<file path="src/rtl/frame_redraw_ctrl.sv">
// Turns qualified note-switch patterns into one-shot full-frame redraws of the
// 160x120 framebuffer by sweeping the picture ROM and issuing one pixel write per word.
module frame_redraw_ctrl #(
  parameter int H_RES      = 160,
  parameter int V_RES      = 120,
  parameter int ROM_LAT    = 1,
  parameter int STABLE_CYC = 500000
) (
  input  logic        CLOCK_50,
  input  logic        reset,
  input  logic [7:0]  sw,
  input  logic [2:0]  rom_data,
  output logic [2:0]  img_sel,
  output logic [14:0] rom_address,
  output logic [7:0]  x,
  output logic [6:0]  y,
  output logic [2:0]  colour,
  output logic        writeEn,
  output logic        busy,
  output logic        done
);

  localparam int CW = (STABLE_CYC > 1) ? $clog2(STABLE_CYC) : 1;
  localparam logic [CW-1:0] CNT_MAX = CW'(STABLE_CYC - 1);
  localparam logic [14:0] HR = 15'(H_RES);
  localparam logic [3:0] CODE_BLANK = 4'd8;

  typedef enum logic [1:0] {IDLE, LOAD, DRAW, FLUSH} state_t;
  state_t r_state, w_next;

  logic [7:0]  r_sw1, r_sw2;
  logic [3:0]  w_code, r_code, r_acc, r_sel, r_disp;
  logic [CW-1:0] r_cnt;
  logic [7:0]  r_px, w_pxn;
  logic [6:0]  r_py, w_pyn;
  logic        w_last;
  logic [ROM_LAT-1:0] r_vld;
  logic [7:0]  r_xs [ROM_LAT];
  logic [6:0]  r_ys [ROM_LAT];

  // Row base address py*H_RES built from shifted copies of py, one per set bit of H_RES.
  function automatic logic [14:0] rowBase(input logic [6:0] row);
    logic [14:0] acc;
    acc = '0;
    for (int b = 0; b < 15; b++)
      if (HR[b]) acc = acc + (15'(row) << b);
    return acc;
  endfunction

  // Lowest-index set switch wins; no switch selects the blank image.
  always_comb begin
    w_code = CODE_BLANK;
    for (int i = 7; i >= 0; i--)
      if (r_sw2[i]) w_code = 4'(i);
  end

  always_ff @(posedge CLOCK_50 or posedge reset) begin
    if (reset) begin
      r_sw1  <= '0;
      r_sw2  <= '0;
      r_code <= 4'hF;
      r_cnt  <= '0;
      r_acc  <= 4'hF;
    end else begin
      r_sw1 <= sw;
      r_sw2 <= r_sw1;
      if (w_code != r_code) begin
        r_code <= w_code;
        r_cnt  <= '0;
      end else if (r_cnt != CNT_MAX) begin
        r_cnt <= r_cnt + 1'b1;
      end else begin
        r_acc <= r_code;
      end
    end
  end

  always_comb begin
    w_last = (r_px == 8'(H_RES - 1)) && (r_py == 7'(V_RES - 1));
    if (r_px == 8'(H_RES - 1)) begin
      w_pxn = '0;
      w_pyn = r_py + 1'b1;
    end else begin
      w_pxn = r_px + 1'b1;
      w_pyn = r_py;
    end
  end

  always_comb begin
    w_next = r_state;
    busy   = (r_state != IDLE);
    case (r_state)
      IDLE:    if (r_acc != r_disp) w_next = LOAD;
      LOAD:    w_next = DRAW;
      DRAW:    if (w_last) w_next = FLUSH;
      FLUSH:   if (r_vld == '0) w_next = IDLE;
      default: w_next = IDLE;
    endcase
  end

  always_ff @(posedge CLOCK_50 or posedge reset) begin
    if (reset) r_state <= IDLE;
    else       r_state <= w_next;
  end

  // rom_address/r_px/r_py always name the same pixel, so the DRAW cycle that shows an address also tags it.
  always_ff @(posedge CLOCK_50 or posedge reset) begin
    if (reset) begin
      r_sel       <= 4'hF;
      r_disp      <= 4'hF;
      img_sel     <= '0;
      r_px        <= '0;
      r_py        <= '0;
      rom_address <= '0;
      done        <= 1'b0;
    end else begin
      done <= 1'b0;
      case (r_state)
        IDLE: if (w_next == LOAD) r_sel <= r_acc;
        LOAD: begin
          img_sel     <= (r_sel == CODE_BLANK) ? 3'd0 : r_sel[2:0];
          r_px        <= '0;
          r_py        <= '0;
          rom_address <= '0;
        end
        DRAW: if (!w_last) begin
          r_px        <= w_pxn;
          r_py        <= w_pyn;
          rom_address <= rowBase(w_pyn) + 15'(w_pxn);
        end
        FLUSH: if (r_vld == '0) begin
          r_disp <= r_sel;
          done   <= 1'b1;
        end
        default: ;
      endcase
    end
  end

  always_ff @(posedge CLOCK_50 or posedge reset) begin
    if (reset) begin
      r_vld   <= '0;
      writeEn <= 1'b0;
      x       <= '0;
      y       <= '0;
      colour  <= '0;
      for (int i = 0; i < ROM_LAT; i++) begin
        r_xs[i] <= '0;
        r_ys[i] <= '0;
      end
    end else begin
      r_vld[0] <= (r_state == DRAW);
      r_xs[0]  <= r_px;
      r_ys[0]  <= r_py;
      for (int i = 1; i < ROM_LAT; i++) begin
        r_vld[i] <= r_vld[i-1];
        r_xs[i]  <= r_xs[i-1];
        r_ys[i]  <= r_ys[i-1];
      end
      writeEn <= r_vld[ROM_LAT-1];
      if (r_vld[ROM_LAT-1]) begin
        x      <= r_xs[ROM_LAT-1];
        y      <= r_ys[ROM_LAT-1];
        colour <= (r_sel == CODE_BLANK) ? 3'd0 : rom_data;
      end
    end
  end

endmodule

</file>
<file path="config.mk">
export PLATFORM = sky130hd
export DESIGN_NAME = frame_redraw_ctrl
export DESIGN_NICKNAME = d
export VERILOG_FILES = /design/src/rtl/frame_redraw_ctrl.sv
export SDC_FILE = /design/constraint.sdc
export NUM_CORES = 1
export LEC_CHECK = 0
export CAP_MARGIN = 5
export CORE_MARGIN = 1
export CORE_UTILIZATION = 57
export DETAILED_ROUTE_END_ITERATION = 6
export GPL_TIMING_DRIVEN = 0
export PLACE_DENSITY = 0.8
export SYNTH_ARGS = -nofsm -noshare
export SYNTH_HDL_FRONTEND = slang
export SYNTH_SLANG_ARGS = --single-unit
</file>
<file path="constraint.sdc">
create_clock -name CLOCK_50 -period 4.85 [get_ports CLOCK_50]
set_clock_uncertainty 0.2 [all_clocks]
set_input_delay 0.97 -clock CLOCK_50 [delete_from_list [all_inputs] [get_ports CLOCK_50]]
set_output_delay 0.97 -clock CLOCK_50 [all_outputs]
set_load 0.02 [all_outputs]
</file>
* Word-level counts from Yosys, hierarchy flattened
Index checks and enable logic that the tools add are counted.
** Cells by class
- Bitwise operators :: 3
- Reductions and logical operators :: 9
- Add/subtract/negate cells :: 5
- Multiplexer cells :: 30
- Eq/ne operators :: 11
** Operator list (count)
- $mux 15 :: 5
- $mux 19 :: 2
- $mux 4 :: 8
- $pmux 15 s2 :: 1
- $add 19x1->19 const B :: 1
- $ne 19x19->1 const B :: 1
- $mux 8 :: 2
- $pmux 8 s2 :: 1
- $add 15x14->15 :: 1
- $add 15x8->15 :: 1
- $mux 7 :: 2
- $pmux 7 s2 :: 1
- $add 8x1->8 const B :: 1
- $eq 8x8->1 const B :: 1
- $ne 4x4->1 :: 2
- $pmux 2 s4 :: 1
- $reduce_and 2->1 :: 4
- $add 7x1->7 const B :: 1
- $eq 7x7->1 const B :: 1
- $mux 2 :: 3
- $mux 3 :: 2
- $reduce_bool 2->1 :: 3
- $eq 2x1->1 const B :: 2
- $eq 2x2->1 const B :: 2
- 6 further kinds :: 9
** Storage, ports and cells
- Output and inout port bits :: 39
- Logic and storage cells :: 78
- Input bits :: 13
- Bits in registers :: 122

* Longest topological paths before layout
Gate-level depths: netlist (run 1).
- Word-level depth :: 11
- Depth in mapped cells :: 14
- Mapped depth without buffers :: 14

* Worst setup path after synthesis (run 1)
OpenSTA, ideal clock, no wires.
- Kind :: reg-to-reg
- Start :: register rom_address[0] (netlist name)
- End :: register rom_address[13]
- Setup time :: 133 ps
- Clock period less this slack :: 3786 ps
- Cell stages (with the launch flop) :: 15
- Slack :: 1064 ps
- Buffers on the path :: 0
- Arrival time :: 3454 ps
- Data required time :: 4517 ps
- Path through :: dfrtp_1 -> ha_1 -> nand4_1 -> nor2_1 -> nand2_1 -> xnor2_1 -> ha_1 -> fa_1 -> nand3_1 -> nand2_1 -> a211o_1 -> a311oi_1 -> a211oi_1 -> a211oi_1 -> o31ai_1
** RTL lines
- end signal, assigned :: line 129 : rom_address <= rowBase(w_pyn) + 15'(w_pxn);
- end, declared :: line 14 : output logic [14:0] rom_address,

==> impl_metrics.toml, run 1 <==
[yosys]
synth.cell_area_mm2 = 0.005527
synth_top_area_cell = "dfrtp_1"
synth_flop_cell = "dfrtp_1"
synth_cell_types = 62
yosysSeqAreaShare_pct = 53.34
synth.top_cell.area_share_pct = 45.73
synthCells = 520
yosysWarnings = 0
synth_seq_cells = 117
syn_area_per_cell_um2 = 10.63
syn_nets = 545
async_reset_ff_share_pct = 100.0
synthTopCellsByArea = "dfrtp_1 (46%), dfstp_2 (7.6%), mux2_2 (5.5%)"
synth_edf_count = 0

[critical_path]
slowest_delay_ns = 0.51
start_kind = "flop"
end_kind = "flop"
cp.required_ns = 5.03
arrival_ns = 4.71
worstSetupPathType = "flop to flop"
path_cells = "ha_1, nand4_1, nor2_2, nand2_1, xnor2_1, ha_1, fa_1, nand3_1, nand2_1, a211o_1, a311oi_1, a211oi_1, a211oi_1, o31ai_1"
critPathTopFamily = "simple AND/OR/NAND/NOR gates"
critPathMaxFanout = 10
crit_buf_inv = 0
critPathSlowestCell = "dfrtp_1"

[final_layout]
instances_no_fill = 733
final_common_cell = "dfrtp_1"
area_growth_pct = 23.79
layout_common_cells = "dfrtp_1 (101), clkdlybuf4s50_1 (51), nor2_1 (44)"
diodes = 0
drive_gt1_share_pct = 15.07
nNetsFinal = 616

[power_and_ir_drop]
combPwrFrac_pct = 2.4
ir_worst_vdd_mv = 0.2196
power.switching_mw = 0.5234
p_leak_nw = 3.003
internal_power_mw = 1.805
swShare_pct = 22.48
clock_power_share_pct = 54.9
p_seq_share_pct = 42.8
p_per_area_mw_per_mm2 = 340.3

[die]
std_cell_rows = 35
io_pins = 52
core_mm2 = 0.009328
die_w_um = 100.5
start_util_pct = 59.25
dieArea_mm2 = 0.01009
die_h_um = 100.5

[global_route]
antenna_found_initial = 0
grt-busiest-layer = "met2"
grt_usage_pct = 26.63
grt_util_met2_pct = 41.78
grt_pass1_wl_um = 20480
grt_use_met3_pct = 6.657
overflow = 0
grt_max_degree = 74
grt_pass1_vias = 4213
use_met1_pct = 36.07

[timing]
slew_violations = 0
fin_crit_ns = 4.527
period_share_pct = 93.34
rsz0062_at_grt = "false"
setup_viol = 0
hold_viol = 0
maxSlewHeadroom_pct = 42.85
tightest_slew_ns = 0.8502
clock.fmax_mhz = 220.9
fin_setup_tns_ns = 0

[routing]
wirelength_um = 12080
wire_per_inst_um = 16.48
vias = 4219
drtIter0Drc = 356
vias_per_cell = 5.756
ant_nets = 0
drc_errors = 4
firstDrtPassIters = 7

[clock_tree]
cts.path.max_buffers = 2
cts_tree = "yes"
post_cts_buffers = 0
clk_latency_ns = 0.52
root_buffer = "clkbuf_8"
cts_buffers = 17
clock_sinks = 117
clk_pin_slew_ns = 0.06
cts-htree-levels = 4

[hold_path]
hold_path.class = "flop to flop"

[placement]
gp_congestion = 0.8809
port_buffers = 51
post-place-cells = 701
dp_hpwl_um = 8052

[run_status]
violations = "design-rule violations"
status = "complete, but fails checks"

[run]
drv_cap = 0
worst register-to-register path: stages (launching register included):
cell	delay (ns)
dfrtp_1	0.51
ha_1	0.31
nand4_1	0.39
nor2_2	0.48
nand2_1	0.13
xnor2_1	0.19
ha_1	0.26
fa_1	0.40
nand3_1	0.13
nand2_1	0.24
a211o_1	0.36
a311oi_1	0.27
a211oi_1	0.12
a211oi_1	0.29
o31ai_1	0.11
worst paths after layout:
check / from / endpoint / slack, ns / depth (start not counted)
setup / recovery: rom_address[0] / rom_address[13] / 0.32 / 14
hold / removal: r_sw1[1] / r_sw2[1] / 0.14 / 0
setup reg to reg: rom_address[0] / rom_address[13] / 0.32 / 14
hold reg to reg: r_sw1[1] / r_sw2[1] / 0.14 / 0
max in group asynchronous: reset / r_disp[0] / 2.97 / 3
min in group asynchronous: reset / x[3] / 0.69 / 2
cell type report:
cell class	instances	area, um^2
Tap cell	129	161.4
Multi-Input combinational cell	358	2384
Inverter	21	81.33
Buffer	24	118.9
Sequential cell	117	2948
Fill cell	647	2486
Clock buffer	17	414.1
Clock inverter	15	196.4
Timing Repair Buffer	52	538.0
metal layers:
| metal | vias up | wire length [um] |
|---|---|---|
| met2 | 146 | 5750 |
| met3 | 24 | 646 |
| met5 | - | 0 |
| met1 | 2053 | 5444 |
| li1 | 1996 | - |
| met4 | 0 | 234 |
metrics by stage:
stage          hold WS [ns]  total power, mW  area (um^2)  util, %  setup WS [ns]
2_1_floorplan        0.1312            1.044         5527        -         0.6057
3_3_place_gp         0.1311            1.062         6198    66.45        -0.9150
3_5_place_dp         0.1347            1.069         6228    66.77         0.2423
4_1_cts              0.1449            2.344         6839    73.32         0.1811
5_1_grt              0.1552            2.402         6842    73.35       0.005250
6_report             0.1420            2.328         6842    73.35         0.3232
what timing repair did:
item | 4_1_cts | 5_1_grt
endpoints found under the setup margin | 0 | 2
gates resized for setup | 0 | 1
hold buffers | 0 | 0
logic make-up (layout without fill, tap and decap cells):
logic type                 count (synthesis)  after routing  synth area share (%)
and+or+nand+nor                          188            188                 16.87
xor gates and xnor gates                  37             37                 5.864
AOI/OAI and AO/OA                         91             91                 11.32
adders and majority gates                 12             12                 2.988
buffers and inverters                     45            129                 3.577
DFF                                      117            117                 53.34
muxes                                     30             30                 6.045
cell usage after synthesis (2+ instances only):
master and instances:
dfrtp_1 101, nor2_1 45, nand2_1 43, nand3_1 37, o21ai_0 28, mux2_2 27
xnor2_1 22, inv_1 21, clkbuf_1 16, dfstp_2 16, xor2_1 15, a21oi_1 10
ha_1 10, nand4_1 10, and3_1 8, nand2b_1 8, nor3_1 7, nor4_1 7
o31ai_1 7, and2_1 5, buf_4 5, a21o_1 4, a31oi_1 4, or3_1 4
a211oi_1 3, mux2i_1 3, nor2b_1 3, o31a_1 3, o41ai_1 3, a211o_1 2
a22oi_1 2, and4_1 2, buf_2 2, fa_1 2, nor4b_1 2, o2111ai_1 2
o211a_1 2, o211ai_1 2, o21ai_1 2, o221ai_1 2, o41a_1 2
power groups by stage:
stage               Sequential, mW  Combinational, mW  Clock [mW]
global route                 0.997             0.0625        1.34
global placement              1.01             0.0498           0
CTS                          0.996             0.0564        1.29
detailed placement            1.01             0.0563           0
floorplan                     1.01             0.0323           0
finish                       0.996             0.0549        1.28
state kept, by name (all words and copies together), names as in the netlist, 7 cells and up:
name / flops
r_cnt: 19
r_sw1: 8
r_xs: 8
r_ys: 7
rom_address: 15
r_py: 7
x: 8
y: 7
r_sw2: 8
(Power assumes the default switching activity.)
==> run 2: changes to the inputs <==
Settings changed: SETUP_SLACK_MARGIN set to 0.5.
==> run 2 against run 1 <==
Effect of this change:
- final cell count up 0.27%
- setup slack better by 0.48 ns
- hold slack better by 0.00057 ns
- the run now ends clean
- largest cell class unchanged
==> impl_metrics.toml, run 2 (synthesized netlist as in run 1, its figures left out) <==
[routing]
drc_errors = 0
wirelength_um = 12170
vias_per_cell = 5.744
ant_nets = 0
firstDrtPassIters = 6
vias = 4222
wire_per_inst_um = 16.56
drtIter0Drc = 328

[critical_path]
arrival_ns = 4.23
worstSetupPathType = "flop to flop"
cp.required_ns = 5.03
path_cells = "ha_1, nand4_1, nor2_4, nand2_1, xnor2_1, ha_1, fa_1, nand3_1, nand2_2, a211o_1, a311oi_1, a211oi_1, a211oi_1, o31ai_1"
end_kind = "flop"
critPathSlowestCell = "dfrtp_2"
slowest_delay_ns = 0.46
crit_buf_inv = 0
critPathTopFamily = "compound AO/OA/AOI/OAI gates"
cp.depth = 14
r2r_cells = 14
start_kind = "flop"
critPathMaxFanout = 10
r2r_setup_slack_ns = 0.80

[final_layout]
instances_no_fill = 735
fin_area_mm2 = 0.006874
largest_reg_flops = 19
top_register = "r_cnt"
drive_gt1_share_pct = 16.01
layout_common_cells = "dfrtp_1 (100), clkdlybuf4s50_1 (51), nor2_1 (44)"
final_common_cell = "dfrtp_1"
fillers = 640
area_growth_pct = 24.38
final_core_util_pct = 73.70
diodes = 0
reg_top3 = "r_cnt (19), rom_address (15)"
nNetsFinal = 618

[power_and_ir_drop]
swShare_pct = 22.44
ir_worst_vdd_mv = 0.2224
internal_power_mw = 1.805
power.switching_mw = 0.5222
p_seq_share_pct = 42.8
clock_power_share_pct = 54.8
p_per_area_mw_per_mm2 = 338.5
combPwrFrac_pct = 2.4
p_leak_nw = 3.017

[timing]
setup_viol = 0
clock.fmax_mhz = 247.1
rsz0062_at_grt = "false"
tightest_slew_ns = 0.8489
period_share_pct = 83.43
hold_viol = 0
timing.final.ws_setup_ns = 0.8038
maxSlewHeadroom_pct = 42.94
worst_hold_slack_ns = 0.1425
fin_crit_ns = 4.046
slew_violations = 0

[global_route]
grt_pass1_wl_um = 20560
grt_usage_pct = 26.75
grt_pass1_vias = 4234
overflow = 0
antenna_found_initial = 0
grt_max_degree = 74

[die]
die_h_um = 100.5
core_mm2 = 0.009328
die_w_um = 100.5
start_util_pct = 59.25
std_cell_rows = 35
io_pins = 52
dieArea_mm2 = 0.01009

[clock_tree]
cts_buffers = 17
clock_sinks = 117
clk_pin_slew_ns = 0.06
cts-htree-levels = 4
root_buffer = "clkbuf_8"
clk_latency_ns = 0.51
cts.path.max_buffers = 2
cts_tree = "yes"
hold_buffers = 0

[placement]
post-place-cells = 701
dp_hpwl_um = 8052
gp_congestion = 0.8809
placed_area_mm2 = 0.006228
pre_cts_slack_ns = 0.2423
port_buffers = 51

[run_status]
status = "finished clean"

[hold_path]
holdPathStages = 0
hold_path.class = "flop to flop"

[run]
drv_cap = 0
## run 2: changes by cell type in the layout (fill, tap and decap cells not counted)
cell and change:
buf_4 +2, clkbuf_1 -1, clkbuf_2 +1, dfrtp_1 -1
dfrtp_2 +1, nand2_1 -1, nand2_2 +1, nor2_2 -1
nor2_4 +1, xnor2_1 -1, xnor2_2 +1
## run 2: cell type report
class                      instances  area, um^2  share of cell area, %
multi-input combinational        358        2399                  34.89
clock buffer                      17       414.1                  6.025
timing repair buffer              54       553.0                  8.045
sequential                       117        2949                  42.90
buffer                            24       120.1                  1.747
inverter                          21       81.33                  1.183
clock inverter                    15       196.4                  2.858
tap                              129       161.4                  2.348
## run 2: final timing paths
kind | start | to
worst max-delay path | rom_address[0] | rom_address[13]
worst min-delay path | r_sw1[1] | r_sw2[1]
worst max register to register | rom_address[0] | rom_address[13]
worst min register to register | r_sw1[1] | r_sw2[1]
max in group asynchronous | reset | r_disp[0]
min in group asynchronous | reset | x[3]
## run 2: timing repair
item	4_1_cts	5_1_grt
setup buffers	2	0
resized for setup	2	5
setup endpoints to repair	3	3
pin swaps	1	0
gates cloned	0	0
## run 2: per-layer routing
layer | wire length [um] | global-route usage [%] | vias to the layer above
met5 | 0 | 0 | -
met4 | 187 | 10.70 | 0
met3 | 667 | 6.727 | 19
met2 | 5907 | 41.73 | 134
met1 | 5409 | 36.17 | 2067
li1 | - | - | 2002
## run 2: power groups by stage
stage / logic (mW) / clock network (mW) / registers, mW
5_1_grt: 0.0625 / 1.34 / 0.997
3_3_place_gp: 0.0498 / 0 / 1.01
3_5_place_dp: 0.0563 / 0 / 1.01
2_1_floorplan: 0.0323 / 0 / 1.01
4_1_cts: 0.0564 / 1.29 / 0.996
6_report: 0.0547 / 1.28 / 0.996
## run 2: per-stage QoR
stage | setup TNS [ns] | power, mW
after floorplan | 0 | 1.044
after global placement | -91.28 | 1.062
after detailed placement | 0 | 1.069
after CTS | 0 | 2.344
after global routing | 0 | 2.402
final | 0 | 2.327
==> run 3: changes to the inputs <==
Settings changed: CORE_UTILIZATION 57 to 52, PLACE_DENSITY 0.8 to 0.77.
Clock period 4.85 ns to 3.67 ns, I/O delays scaled along.
==> run 3 against run 2 <==
Effect of this change:
- wire length rose by 6.9%
- register-to-register slack worse by 0.62 ns
- die area increased by 9.4%
- critical path type unchanged
- final cell count grew 4.6%
- clock-buffer cell count is the same
- global-route usage decreased by 1.6 points
- combinational power is 38% higher
- setup slack got worse by 0.62 ns
- highest routed layer unchanged
==> impl_metrics.toml, run 3 (synthesized netlist as in run 1, its figures left out) <==
[run_status]
status = "finished clean"

[global_route]
grt_usage_pct = 25.11
grt_pass1_wl_um = 21470
antenna_found_initial = 0
grt_max_degree = 42
grt_pass1_vias = 4338
overflow = 0

[timing]
setup_viol = 0
rsz0062_at_grt = "true"
fin_crit_ns = 3.490
maxSlewHeadroom_pct = 45.14
period_share_pct = 95.11
slew_violations = 0
tightest_slew_ns = 0.8162
hold_viol = 0
timing.final.ws_setup_ns = 0.1796
worst_hold_slack_ns = 0.1495
clock.fmax_mhz = 286.5

[final_layout]
area_growth_pct = 32.08
final_core_util_pct = 70.71
reg_top3 = "r_cnt (19), rom_address (15)"
largest_reg_flops = 19
final_common_cell = "dfrtp_1"
nNetsFinal = 645
instances_no_fill = 769
diodes = 0
drive_gt1_share_pct = 25.43
top_register = "r_cnt"
layout_common_cells = "dfrtp_1 (96), clkdlybuf4s50_1 (51), nor2_1 (42)"

[power_and_ir_drop]
ir_worst_vdd_mv = 0.2600
p_per_area_mw_per_mm2 = 400.3
p_leak_nw = 3.162

[routing]
vias = 4442
ant_nets = 0
drc_errors = 0
firstDrtPassIters = 5
wirelength_um = 13020
drtIter0Drc = 284
wire_per_inst_um = 16.92
vias_per_cell = 5.776

[placement]
dp_hpwl_um = 8272
gp_congestion = 0.8361
pre_cts_slack_ns = -0.2975
post-place-cells = 710
port_buffers = 51

[hold_path]
hold_path.class = "flop to flop"
holdPathStages = 0

[clock_tree]
cts.path.max_buffers = 2
clk_latency_ns = 0.52
cts-htree-levels = 4
clock_sinks = 117
cts_buffers = 17
root_buffer = "clkbuf_8"
cts_tree = "yes"
clk_pin_slew_ns = 0.07
hold_buffers = 0

[critical_path]
path_cells = "or3b_1, buf_6, nor2_4, buf_4, mux2_4, ha_1, nand3_1, and2_1, clkbuf_4, or3_1, a31o_2, a211oi_2, o31ai_1"
critPathSlowestCell = "dfrtp_1"
worstSetupPathType = "flop to flop"
cp.required_ns = 3.85
critPathMaxFanout = 6
start_kind = "flop"
arrival_ns = 3.67
r2r_cells = 13
slowest_delay_ns = 0.43
end_kind = "flop"

[die]
start_util_pct = 53.53
io_pins = 52
core_mm2 = 0.01032
die_w_um = 105.1
std_cell_rows = 37
dieArea_mm2 = 0.01104
die_h_um = 105.1

[run]
drv_cap = 0
[run 3: path summary, 6_finish.rpt]
kind | start | end | slack, ns
setup / recovery | r_px[7] | rom_address[13] | 0.18
hold / removal | r_sw1[3] | r_sw2[3] | 0.15
setup reg to reg | r_px[7] | rom_address[13] | 0.18
hold reg to reg | r_sw1[3] | r_sw2[3] | 0.15
max in group asynchronous | reset | r_code[1] | 2.09
min in group asynchronous | reset | r_state[0] | 0.38
[run 3: layer usage]
metal	wire length (um)	up-vias	GRT usage, %
met1	5838	2197	34.41
met4	305	0	11.17
met2	6195	162	38.65
li1	-	2052	-
met5	0	-	0
met3	676	31	5.303
[run 3: final cells by class]
type	instances	area, um^2
buffer	24	123.9
multi-input combinational	358	2631
fill	698	3024
clock buffer	17	414.1
inverter	21	82.58
timing repair buffer	81	785.8
tap	136	170.2
sequential	117	2954
clock inverter	15	137.6
[run 3: power breakdown]
part / leakage (nW) / switching [mW] / internal (mW)
Sequential: 1.51 / 0.00892 / 1.31
Clock: 0.264 / 0.672 / 0.858
Combinational: 1.38 / 0.0466 / 0.0288
Total: 3.16 / 0.728 / 2.19
[run 3: worst max-delay path: cells and delay by family, from the launching register on]
kind,cells,cell delay [ns]
flops,1,0.43
simple gates,5,1.13
compound gates,3,0.53
buf+inv,3,0.47
fa+ha+maj,1,0.28
mux,1,0.32
[run 3: timing repair]
item,in CTS,in global routing
resized for setup,27,13
endpoints found under the setup margin,7,6
pin swaps,14,13
buffers inserted,22,5
[run 3: through the flow]
| step | TNS, ns | total power [mW] | instance area (um^2) |
|---|---|---|---|
| after floorplan | 0 | 1.380 | 5603 |
| after global placement | -0.7218 | 1.404 | 6284 |
| after detailed placement | -0.9147 | 1.415 | 6344 |
| after CTS | 0 | 2.942 | 7212 |
| after global routing | 0 | 3.019 | 7300 |
| final | 0 | 2.922 | 7300 |
